--- config.mk ---
export PLATFORM = sky130hd
export DESIGN_NAME = pipe_stage_reg
export DESIGN_NICKNAME = d
export VERILOG_FILES = /design/src/rtl/pipe_stage_reg.sv
export SDC_FILE = /design/constraint.sdc
export NUM_CORES = 1
export LEC_CHECK = 0
export BUFFER_PORTS_ARGS = -buffer_cell sky130_fd_sc_hd__buf_2
export CORE_ASPECT_RATIO = 0.9
export CORE_UTILIZATION = 50
export CTS_CLUSTER_SIZE = 25
export DETAILED_ROUTE_END_ITERATION = 10
export GPL_ROUTABILITY_DRIVEN = 0
export PLACE_DENSITY = 0.85
export SETUP_SLACK_MARGIN = 0.5
export SYNTH_ARGS = -nofsm -noshare
export SYNTH_HDL_FRONTEND = slang
export SYNTH_SLANG_ARGS = --single-unit
--- constraint.sdc ---
create_clock -name clk -period 4.75 [get_ports clk]
set_input_delay 0.2375 -clock clk [delete_from_list [all_inputs] [get_ports clk]]
set_output_delay 0.2375 -clock clk [all_outputs]
set_load 0.1 [all_outputs]
--- src/rtl/pipe_stage_reg.sv ---
// Pipeline stage register: carries instruction word and PC+4 with a valid bit,
// supports stall/flush, and times stall episodes with a periodic or one-shot pulse.
module pipe_stage_reg #(
  parameter int unsigned         DATA_W    = 32,
  parameter int unsigned         PC_W      = 32,
  parameter logic [DATA_W-1:0]   NOP_WORD  = '0,
  parameter int unsigned         STALL_CNT = 3,
  parameter bit                  ONE_SHOT  = 1'b0
) (
  input  logic              clk,
  input  logic              rst_n,
  input  logic              in_valid,
  input  logic [DATA_W-1:0] in_instr,
  input  logic [PC_W-1:0]   in_pc4,
  input  logic              stall,
  input  logic              flush,
  output logic              out_valid,
  output logic [DATA_W-1:0] out_instr,
  output logic [PC_W-1:0]   out_pc4,
  output logic              start,
  output logic              stall_busy,
  output logic [15:0]       stall_total
);

  localparam int unsigned      CNT_W    = (STALL_CNT > 1) ? $clog2(STALL_CNT) : 1;
  localparam logic [CNT_W-1:0] CNT_LAST = CNT_W'(STALL_CNT - 1);

  logic [CNT_W-1:0] cnt;
  logic             fired;

  always_ff @(posedge clk or negedge rst_n) begin
    if (!rst_n) begin
      out_valid   <= 1'b0;
      out_instr   <= NOP_WORD;
      out_pc4     <= '0;
      start       <= 1'b0;
      stall_busy  <= 1'b0;
      stall_total <= '0;
      cnt         <= '0;
      fired       <= 1'b0;
    end else begin
      // The statistic counts every stalled edge, flushed or not.
      if (stall && (stall_total != 16'hFFFF))
        stall_total <= stall_total + 16'd1;

      if (flush) begin
        out_valid  <= 1'b0;
        out_instr  <= NOP_WORD;
        if (!stall)
          out_pc4  <= in_pc4;
        cnt        <= '0;
        fired      <= 1'b0;
        start      <= 1'b0;
        stall_busy <= 1'b0;
      end else if (stall) begin
        stall_busy <= 1'b1;
        if (cnt == CNT_LAST) begin
          if (!ONE_SHOT) begin
            start <= 1'b1;
            cnt   <= '0;
          end else begin
            // One-shot parks at the terminal count until the episode ends.
            start <= !fired;
            fired <= 1'b1;
          end
        end else begin
          cnt   <= cnt + 1'b1;
          start <= 1'b0;
        end
      end else begin
        out_valid  <= in_valid;
        out_instr  <= in_valid ? in_instr : NOP_WORD;
        out_pc4    <= in_pc4;
        cnt        <= '0;
        fired      <= 1'b0;
        start      <= 1'b0;
        stall_busy <= 1'b0;
      end
    end
  end

endmodule
==> results_dict.tcl <==
set metrics [dict create \
    gr-usage-met1_pct 25.3 \
    clkLatencyLatePin_ns 0.33 \
    status "complete, no violations" \
    cts.path.max_buffers 2 \
    holdBufCountCts 0 \
    slew_viol_final 0 \
    crit_type "input port to flop" \
    hp-class "input port to async pin" \
    synth_edf_count 0 \
    hold_ws_ns 0.0898 \
    synth_async_sr_flop_share_pct 100 \
    syn_area_um2 3290 \
    maxCapViolCount 0 \
    final_util_pct 68.8 \
    drcViolationCount 0 \
    cts_resized 0 \
    use_met3_pct 7.69 \
    max-slew-margin-rel_pct 19.4 \
    max_stage_delay_ns 0.73 \
    track_usage_pct 20.8 \
    fin_setup_tns_ns 0 \
    num_io_pins 152 \
    drt_iter0_markers 66 \
    crit_path_end_kind "flop" \
    fin_crit_ns 1.95 \
    ys_types 31 \
    p_leak_uw 0.00225 \
    required_ns 4.97 \
    dr.pass1.iters 4 \
    die_h_um 78.9 \
    clkSinkCount 85 \
    synth_top_cells_by_count "85 x dfrtp_1, 32 x a22o_1, 32 x mux2_2" \
    nFillCells 468 \
    die_x_um 87.5 \
    cts_setup_buffers 0 \
    ys.flop_type "dfrtp_1" \
    arrival_ns 2.17 \
    ant_nets 0 \
    avgSynthCellArea_um2 14.9 \
    yosys.area.top_type_share_pct 64.7 \
    use_met2_pct 34.8 \
    synth_nets 291 \
    path_cells "buf_2 -> nand2b_1 -> clkinv_1 -> a22o_1" \
    cts_tree "done" \
    drive_gt1_share_pct 54.1 \
    max_freq_ghz 0.514 \
    yosysMostFrequentCell "dfrtp_1" \
    ys_ff_latch 85 \
    vias 2402 \
    numPortBuffers 151 \
    synth.largest_area_cell "dfrtp_1" \
    rsz0062_at_grt "false" \
    cpLargestDelayFamily "buffers and inverters" \
    worstMarginPinSlew_ns 1.21 \
    worstRegToRegCells 5 \
    critPathLaunchType "input port" \
    overflow 0 \
    yosys_warnings 0 \
    cts_root_buf "clkbuf_8" \
    grt_pass1_wl_um 10900 \
    drt-total-wl_um 6870 \
    setup_slack_ns 2.80 \
    max-vdd-ir-drop_mv 0.264 \
    viasPerCell 5.18 \
    dpl.cell_count 449 \
    pre_cts_slack_ns 2.40 \
    seqCellArea_um2 2130 \
    dp_hpwl_um 4900 \
    p_per_area_nw_per_um2 486 \
    row_count 27 \
    first_global_vias 2356 \
    netlist_top_cells_area "dfrtp_1 65%, mux2_2 11%, a22o_1 8.5%" \
    final-setup-viol-count 0 \
    n_antenna_cell 0 \
    cp_num_cells 4 \
    finalHoldViolations 0 \
    clock_skew_ns 0.0102 \
    crit_fanout 38 \
    htree_levels 3 \
    path_buf_inv 2 \
    syn2layout_area_growth_pct 30.7 \
    multi_input_area_um2 1120 \
    syn_inst 221 \
    layout.cells.non_filler 464 \
    core_area_um2 6250 \
    clk_pin_slew_worst_paths_ns 0.08 \
    antenna_found_initial 0 \
    grt_max_degree 86 \
    cts_buffers 9 \
    start_util_pct 52.6 \
    fin_crit_sh_pct 41.0 \
    wl_per_cell_um 14.8 \
    critical-path-slowest-cell "clkinv_1" \
    fin_nets 443 \
    dieArea_um2 6910 \
    seq_area_frac_synth_pct 64.7 \
    busiest_layer "met2" \
]
## stage by stage
step,area (um2),power (uW)
5_1_grt,4300,2160
4_1_cts,4300,2100
3_5_place_dp,4120,1640
2_1_floorplan,3290,1480
3_3_place_gp,4120,1620
6_report,4300,2090
## area by class of cell
type,count,area share [%]
inverter,3,0.262
clock buffer,13,3.23
clock inverter,2,0.815
multi-input combinational,123,26.0
timing repair buffer,151,17.6
sequential,85,49.5
tap,87,2.53
## kinds of logic after synthesis
kind of cell / synth area share, %
XOR/XNOR: 3.46
flip-flops: 64.7
AND/OR/NAND/NOR: 8.71
adder cells (fa/ha/maj): 0.380
buffers and inverters: 1.52
AO/OA/AOI/OAI: 9.97
multiplexers: 11.3
## cell usage in the layout, fill, tap and decap left out
master     instances
nor3b_4            1
mux2_2            32
mux2_1             1
clkinv_2           1
clkinv_1           1
nor4bb_1           1
nor3_2             2
nand4_4            2
buf_4              1
clkbuf_8           9
nor3_1             4
a21oi_1            1
ha_1               1
nor2_1             7
bufinv_16          1
nand4_1            4
buf_2            150
xnor2_1            4
nand3_1            6
nand2_1            4
dfrtp_1           85
xor2_1             9
a21o_1             1
clkbuf_1           4
o41ai_4            1
nand2b_1           1
nor4_2             3
and3_1             1
inv_1              2
and4_1             1
a22o_1            32
or3_4              1
o21a_1             1
nor3b_1            2
## worst register-to-register path, cell delays in order (launching register included)
cell and delay [ns]:
dfrtp_1 0.42, ha_1 0.27, nand3_1 0.21, or3_4 0.42
nor4_2 0.22, xor2_1 0.20
## final timing paths
kind	from	to	slack, ns
max reg2reg	stall_total[0]	stall_total[14]	2.95
max	stall	out_instr[19]	2.80
max in group asynchronous	rst_n	out_pc4[31]	4.03
min reg2reg	cnt[1]	cnt[0]	0.46
min in group clk	in_instr[27]	out_instr[27]	0.11
min	rst_n	stall_total[9]	0.09
## metal layers
layer  share of wire [%]  vias to the layer above
li1                    -                     1108
met1                  41                     1188
met2                  51                       99
met3                 7.8                        7
met4                0.83                        0
met5                   0                        -
## sequential cells by signal, summed over array words and instances (netlist names)
name         count
stall_total     16
out_pc4         32
cnt              2
start            1
out_valid        1
stall_busy       1
out_instr       32
## power by group
| part | leakage [uW] | total (uW) | internal (uW) | switching (uW) |
|---|---|---|---|---|
| Sequential | 0.00107 | 867 | 794 | 73.4 |
| Clock | 0.0000875 | 466 | 241 | 226 |
| Combinational | 0.00109 | 754 | 128 | 626 |
(Power assumes the default switching activity.)
